File: config.mk
export PLATFORM = sky130hd
export DESIGN_NAME = mem_arb
export DESIGN_NICKNAME = d
export VERILOG_FILES = /design/src/rtl/sisc_pkg.sv /design/src/rtl/mem_arb_pick.sv /design/src/rtl/mem_arb.sv
export SDC_FILE = /design/constraint.sdc
export NUM_CORES = 1
export LEC_CHECK = 0
export CAP_MARGIN = 25
export CORE_MARGIN = 5
export CORE_UTILIZATION = 40
export CTS_BUF_LIST = sky130_fd_sc_hd__clkbuf_8
export CTS_CLUSTER_SIZE = 40
export DETAILED_ROUTE_END_ITERATION = 8
export GPL_TIMING_DRIVEN = 0
export PLACE_DENSITY = 0.95
export SYNTH_ARGS = -nofsm -noshare
export SYNTH_HDL_FRONTEND = slang
export SYNTH_HIERARCHICAL = 1
export SYNTH_SLANG_ARGS = --single-unit
File: constraint.sdc
create_clock -name clk -period 3.8 [get_ports clk]
set_input_delay 0.76 -clock clk [delete_from_list [all_inputs] [get_ports clk]]
set_output_delay 0.76 -clock clk [all_outputs]
set_load 0.05 [all_outputs]
File: src/rtl/sisc_pkg.sv
// Shared definitions for the SISC memory subsystem: requester indices,
// the mem_arb state encoding, default bus widths and a one-hot helper.
package sisc_pkg;

  localparam int AW_DEF = 16;
  localparam int DW_DEF = 32;

  localparam int REQ_FETCH = 0;
  localparam int REQ_DATA  = 1;
  localparam int REQ_LOAD  = 2;

  typedef enum logic [1:0] {
    ST_IDLE   = 2'd0,
    ST_ACCESS = 2'd1,
    ST_DONE   = 2'd2
  } mem_arb_state_t;

  // Index of the set bit in a 3-bit one-hot vector (0 when none is set).
  function automatic logic [1:0] onehot_to_idx(input logic [2:0] oh);
    logic [1:0] idx;
    idx = 2'd0;
    if (oh[1]) idx = 2'd1;
    if (oh[2]) idx = 2'd2;
    return idx;
  endfunction

endpackage

File: src/rtl/mem_arb_pick.sv
// Combinational winner selector for mem_arb.
// Build option MEM_ARB_RR_EN: when defined, round-robin starting after the
// last-winner pointer; otherwise fixed priority data > fetch > loader.
module mem_arb_pick
  import sisc_pkg::*;
(
  input  logic [2:0] req,
  input  logic [1:0] ptr,
  output logic [2:0] win
);

`ifdef MEM_ARB_RR_EN
  // Rotating search beginning at ptr+1 mod 3.
  always_comb begin
    win = 3'b000;
    case (ptr)
      2'd0: begin
        if      (req[1]) win = 3'b010;
        else if (req[2]) win = 3'b100;
        else if (req[0]) win = 3'b001;
      end
      2'd1: begin
        if      (req[2]) win = 3'b100;
        else if (req[0]) win = 3'b001;
        else if (req[1]) win = 3'b010;
      end
      default: begin
        if      (req[0]) win = 3'b001;
        else if (req[1]) win = 3'b010;
        else if (req[2]) win = 3'b100;
      end
    endcase
  end
`else
  // The pointer only matters in the round-robin build.
  logic unused_ptr;
  assign unused_ptr = ^ptr;

  // Fixed priority: data beats fetch beats loader.
  always_comb begin
    win = 3'b000;
    if      (req[REQ_DATA])  win[REQ_DATA]  = 1'b1;
    else if (req[REQ_FETCH]) win[REQ_FETCH] = 1'b1;
    else if (req[REQ_LOAD])  win[REQ_LOAD]  = 1'b1;
  end
`endif

endmodule

File: src/rtl/mem_arb.sv
// Three-way arbiter and sequencer for the single-port SISC memory.
// IDLE arbitrates and latches the winner's request, ACCESS drives the memory
// for WAIT+1 cycles, DONE pulses the winner's ack. Arbitration policy comes
// from mem_arb_pick (MEM_ARB_RR_EN selects round-robin there).
//
// Handshake: a requester raises req[i] with we/addr/wdata stable and holds
// them until ack[i] pulses for one cycle; gnt[i] is high during ACCESS only.
// Dropping req after the grant does not abort the access.
module mem_arb
  import sisc_pkg::*;
#(
  parameter int AW   = AW_DEF,
  parameter int DW   = DW_DEF,
  parameter int WAIT = 1
) (
  input  logic            clk,
  input  logic            rst_f,
  input  logic [2:0]      req,
  input  logic [2:0]      we,
  input  logic [3*AW-1:0] addr,
  input  logic [3*DW-1:0] wdata,
  output logic [2:0]      gnt,
  output logic [2:0]      ack,
  output logic [DW-1:0]   rdata,
  output logic            mem_en,
  output logic            mem_we,
  output logic [AW-1:0]   mem_addr,
  output logic [DW-1:0]   mem_wdata,
  input  logic [DW-1:0]   mem_rdata,
  output logic            busy,
  output logic [1:0]      state_dbg
);

  localparam logic [2:0] WAIT_CNT = 3'(WAIT);

  mem_arb_state_t state_q, state_d;
  logic [2:0]    win_q;
  logic          we_q;
  logic [AW-1:0] addr_q;
  logic [DW-1:0] wdata_q;
  logic [DW-1:0] rdata_q;
  logic [2:0]    cnt_q;
  logic [1:0]    ptr_q;

  logic [2:0]    pick_win;
  logic          pick_we;
  logic [AW-1:0] pick_addr;
  logic [DW-1:0] pick_wdata;
  logic          take;

  mem_arb_pick u_pick (
    .req (req),
    .ptr (ptr_q),
    .win (pick_win)
  );

  assign take = (state_q == ST_IDLE) && (req != 3'b000);

  // Route the winning requester's fields to the capture registers.
  always_comb begin
    pick_we    = we[REQ_FETCH];
    pick_addr  = addr[REQ_FETCH*AW +: AW];
    pick_wdata = wdata[REQ_FETCH*DW +: DW];
    if (pick_win[REQ_DATA]) begin
      pick_we    = we[REQ_DATA];
      pick_addr  = addr[REQ_DATA*AW +: AW];
      pick_wdata = wdata[REQ_DATA*DW +: DW];
    end else if (pick_win[REQ_LOAD]) begin
      pick_we    = we[REQ_LOAD];
      pick_addr  = addr[REQ_LOAD*AW +: AW];
      pick_wdata = wdata[REQ_LOAD*DW +: DW];
    end
  end

  // State register.
  always_ff @(posedge clk or negedge rst_f) begin
    if (!rst_f) state_q <= ST_IDLE;
    else        state_q <= state_d;
  end

  // Next-state logic.
  always_comb begin
    state_d = state_q;
    case (state_q)
      ST_IDLE:   if (req != 3'b000) state_d = ST_ACCESS;
      ST_ACCESS: if (cnt_q == 3'd0) state_d = ST_DONE;
      ST_DONE:   state_d = ST_IDLE;
      default:   state_d = ST_IDLE;
    endcase
  end

  // Transaction latches, wait counter, read capture and last-winner pointer.
  always_ff @(posedge clk or negedge rst_f) begin
    if (!rst_f) begin
      win_q   <= 3'b000;
      we_q    <= 1'b0;
      addr_q  <= '0;
      wdata_q <= '0;
      rdata_q <= '0;
      cnt_q   <= 3'd0;
      ptr_q   <= 2'd2;
    end else if (take) begin
      win_q   <= pick_win;
      we_q    <= pick_we;
      addr_q  <= pick_addr;
      wdata_q <= pick_wdata;
      cnt_q   <= WAIT_CNT;
      ptr_q   <= onehot_to_idx(pick_win);
    end else if (state_q == ST_ACCESS) begin
      if (cnt_q == 3'd0) begin
        if (!we_q) rdata_q <= mem_rdata;
      end else begin
        cnt_q <= cnt_q - 3'd1;
      end
    end
  end

  // Outputs decoded from state; address/data hold their last latched value.
  always_comb begin
    gnt    = 3'b000;
    ack    = 3'b000;
    mem_en = 1'b0;
    mem_we = 1'b0;
    busy   = 1'b0;
    case (state_q)
      ST_ACCESS: begin
        gnt    = win_q;
        mem_en = 1'b1;
        mem_we = we_q;
        busy   = 1'b1;
      end
      ST_DONE: begin
        ack  = win_q;
        busy = 1'b1;
      end
      default: ;
    endcase
  end

  assign mem_addr  = addr_q;
  assign mem_wdata = wdata_q;
  assign rdata     = rdata_q;
  assign state_dbg = state_q;

endmodule

Word level (Yosys, flattened, before mapping)
Cells that the tools add are included.
{"block": "classes", "n_reduce_logical": 9, "n_div": 0, "n_lt_le_gt_ge": 0, "n_mux": 23, "shifts": 0, "eq_ne": 5, "bitwise_logic": 2, "add_sub_neg": 1, "n_mul": 0}
{"operator": "$mux 32", "count": 2}
{"operator": "$mux 16", "count": 2}
{"operator": "$mux 3", "count": 5}
{"operator": "$mux 1", "count": 11}
{"operator": "$mux 2", "count": 2}
{"operator": "$ne 2x2->1 const B", "count": 2}
{"operator": "$pmux 2 s2", "count": 1}
{"operator": "$reduce_and 2->1", "count": 2}
{"operator": "$reduce_and 4->1", "count": 1}
{"operator": "$logic_not 3->1", "count": 1}
{"operator": "$reduce_bool 3->1", "count": 1}
{"operator": "$sub 3x1->3 const B", "count": 1}
{"operator": "$eq 2x1->1 const B", "count": 1}
{"operator": "$eq 2x2->1 const B", "count": 1}
{"operator": "$logic_not 2->1", "count": 1}
{"operator": "$ne 2x1->1 const B", "count": 1}
{"operator": "$not 1->1", "count": 2}
{"operator": "$reduce_bool 2->1", "count": 1}
{"operator": "$reduce_or 2->1", "count": 1}
{"operator": "$logic_and 1x1->1", "count": 1}
{"block": "word_totals", "latch_bits": 0, "mem_bits_ro": 0, "mem_count": 0, "mem_bits_rw": 0, "reg_bits": 89, "inputBits": 184}

Longest topological paths before layout
{"block": "depth", "ltp_word": 5, "ltp_mapped": 7, "mapped_depth_nobuf": 6}

Modules after synthesis
The synthesis kept the hierarchy.
{"mod": "mem_arb", "cells_per_inst": 394, "area_each_um2": 4548.1, "instances": 1}
{"mod": "mem_arb_pick", "cells_per_inst": 3, "area_each_um2": 26.3, "instances": 1}

Worst setup path after synthesis
No wires, ideal clock.
{"block": "synth_timing", "kind": "register -> output", "start": "register state_q[1], in the netlist state_dbg[1]", "end": "output gnt[1]", "required_ns": 3.040, "t_arrival_ns": 1.792, "path_stages_with_launch": 4, "path_slack_ns": 1.248, "path_cell_list": "dfrtp_1 > inv_1 > ha_1 > and2_1"}
{"block": "synth_via", "elab_chain_len": 2}
{"element": "start: declaration", "line_no": "mem_arb.sv:36", "rtl": "mem_arb_state_t state_q, state_d;"}
{"element": "start signal: assignment", "line_no": "mem_arb.sv:78", "rtl": "else state_q <= state_d;"}
{"element": "$eq 2x1->1", "line_no": "mem_arb.sv:125", "rtl": "case (state_q)"}
{"element": "$mux 3", "line_no": "mem_arb.sv:125"}
{"element": "end: declaration", "line_no": "mem_arb.sv:22", "rtl": "output logic [2:0] gnt,"}
No other way between the ends.

Worst setup path after layout
Same ends and word-level chain as after synthesis.

==> reports/summary.txt <==
status - finished, final reports clean
hold slack - 392 ps
final setup vio count - 0
Arr. time, crit path - 2150 ps
Static Leak - 3.08 nW
Nets - 865
number of port buffers - 274
Hold Buf Count CTS - 0
CTS tree - done
# resized after CTS - 0
final worst-path cycle share - 0.765
io pins - 275
post-DP HPWL - 12.5 mm
final hold vios - 0
MaxCap Viol Count - 0
Worst path top cell family by delay - buffers and inverters
CP Buf/Inv Count - 2
grt ovf - 0
htree depth - 3
Avg Inst Size Synth - 11.5 um^2
via/cell ratio - 5.01
vias in the first global route - 4527
root buf cell - clkbuf_8
Final Power - 6.42 mW
crit path cell chain - inv_1 > ha_1 > and2_1 > clkdlybuf4s50_1
Ys Warns - 6
slew margin rel. - 0.600
clk sinks - 89
Final Core Density - 0.698
Worst Skew - 11.5 ps
synthesized area - 4500 um^2
RSZ-0062 raised after global routing - no
drc violations - 0
Total Routed Length - 15.3 mm
Setup crit start kind - register
initial antenna violation count - 0
register area - 2230 um^2
maximum vdd drop - 0.494 mV
Num CTS Buffers - 9
Worst Tran Pin Value - 601 ps
Clock Path Buffers - 2
highest-delay cell along the critical path - clkdlybuf4s50_1
type of the tightest min-delay check - in -> async
Power Density - 841 nW/um^2
worst-skew pair later-pin latency - 370 ps
Non-Filler Instances - 821
placed insts - 805
Worst Path Required - 3040 ps
first-pass GRT wire length - 22.9 mm
diode count - 0
DR iter-0 viols - 191
Critical Path Fanout Max - 8
DR pass1 iterations - 4
pin count of the biggest net entering global routing - 46
all-layer global routing usage - 0.222
row cnt - 38
CP Class - reg -> out
achievable frequency - 0.344 GHz
die width - 116 um
Synthesized Nets - 579
beginning of the critical path - state_dbg[1]
CP Capture Type - output port
Starting Density - 0.412
gp weighted congestion - 0.833
Largest stage delay, worst path - 810 ps
final worst setup slack - 891 ps
chip height - 116 um
minimum clock period after layout - 2910 ps
post-place setup slack - 742 ps
post-CTS setup buffers - 0
die area - 13500 um^2
layout cells sized above 1 - 0.169
average wire per cell in the routed design - 18.7 um
# fillers - 800
Post-DRT Antenna Nets - 0
detailed-route via count - 4110
Area Growth Syn to Fin - 69.7%
Reg2Reg Launch Point - state_dbg[0]
Placeable Area - 10900 um^2
Multi-input gate area - 2100 um^2
Pins Over Slew Limit - 0
Worst-path clk slew - 100 ps
Syn Inst Count - 390
## cell usage in the layout, fill, tap and decap left out, types with 2 or more instances in the layout
cell,count
nor2b_1,2
clkinvlp_4,2
buf_2,9
a211oi_1,2
clkdlybuf4s50_1,273
inv_6,3
nand2_1,60
buf_6,4
mux2i_1,49
a21oi_1,3
inv_1,5
clkbuf_8,9
dfrtp_1,89
ha_1,5
buf_4,2
clkbuf_1,14
o21ai_0,49
nor2_1,2
and2_1,7
mux2_2,80
## state kept, by name, summed over array words and instances, names as in the netlist
register	flops
we_q	1
mem_wdata	32
rdata	32
win_q	3
cnt_q	3
state_dbg	2
mem_addr	16
## layout make-up
class / instances / share of cell area
repair buffers: 275 / 0.361
flip-flops and latches: 89 / 0.292
multi-input cells: 268 / 0.276
well taps: 140 / 0.0229
plain buffers: 28 / 0.0197
clock buffers: 9 / 0.0162
clock inverters: 7 / 0.0100
inverters: 5 / 0.00246
## worst reg2reg max path, delay by kind of cell (launching register included)
| kind | cells | cell delay (ps) |
|---|---|---|
| adder cells (fa/ha/maj) | 1 | 250 |
| multiplexers | 1 | 400 |
| buffers and inverters | 3 | 730 |
| flip-flops | 1 | 410 |
| AO/OA/AOI/OAI | 1 | 180 |
## where the power goes
| group | internal (mW) | total [mW] | leakage [nW] | switching (mW) |
|---|---|---|---|---|
| registers | 1.42 | 1.68 | 1.06 | 0.261 |
| clock network | 0.310 | 0.680 | 0.0966 | 0.370 |
| logic | 1.57 | 4.06 | 1.92 | 2.50 |
## worst paths after layout
path | slack [ps] | depth (start not counted) | end
setup / recovery | 890 | 4 | gnt[1]
hold / removal | 390 | 1 | mem_addr[1]
setup reg to reg | 1720 | 6 | mem_wdata[9]
hold reg to reg | 500 | 2 | win_q[0]
max in group asynchronous | 2760 | 2 | cnt_q[2]
min in group clk | 500 | 2 | win_q[0]
## metrics by stage
step	setup TNS [ps]	instance area, um^2
floorplan	0	4500
global placement	-104610	7420
detailed placement	0	7440
CTS	0	7640
global route	0	7640
finish	0	7640
## metal layers
layer	vias up	share of wire	GRT usage
met2	171	0.54	0.410
met4	0	0.027	0.0781
met3	33	0.072	0.0700
li1	1932	-	-
met5	-	0	0
met1	1974	0.36	0.238
No activity file was read; power rests on OpenSTA's default activity.
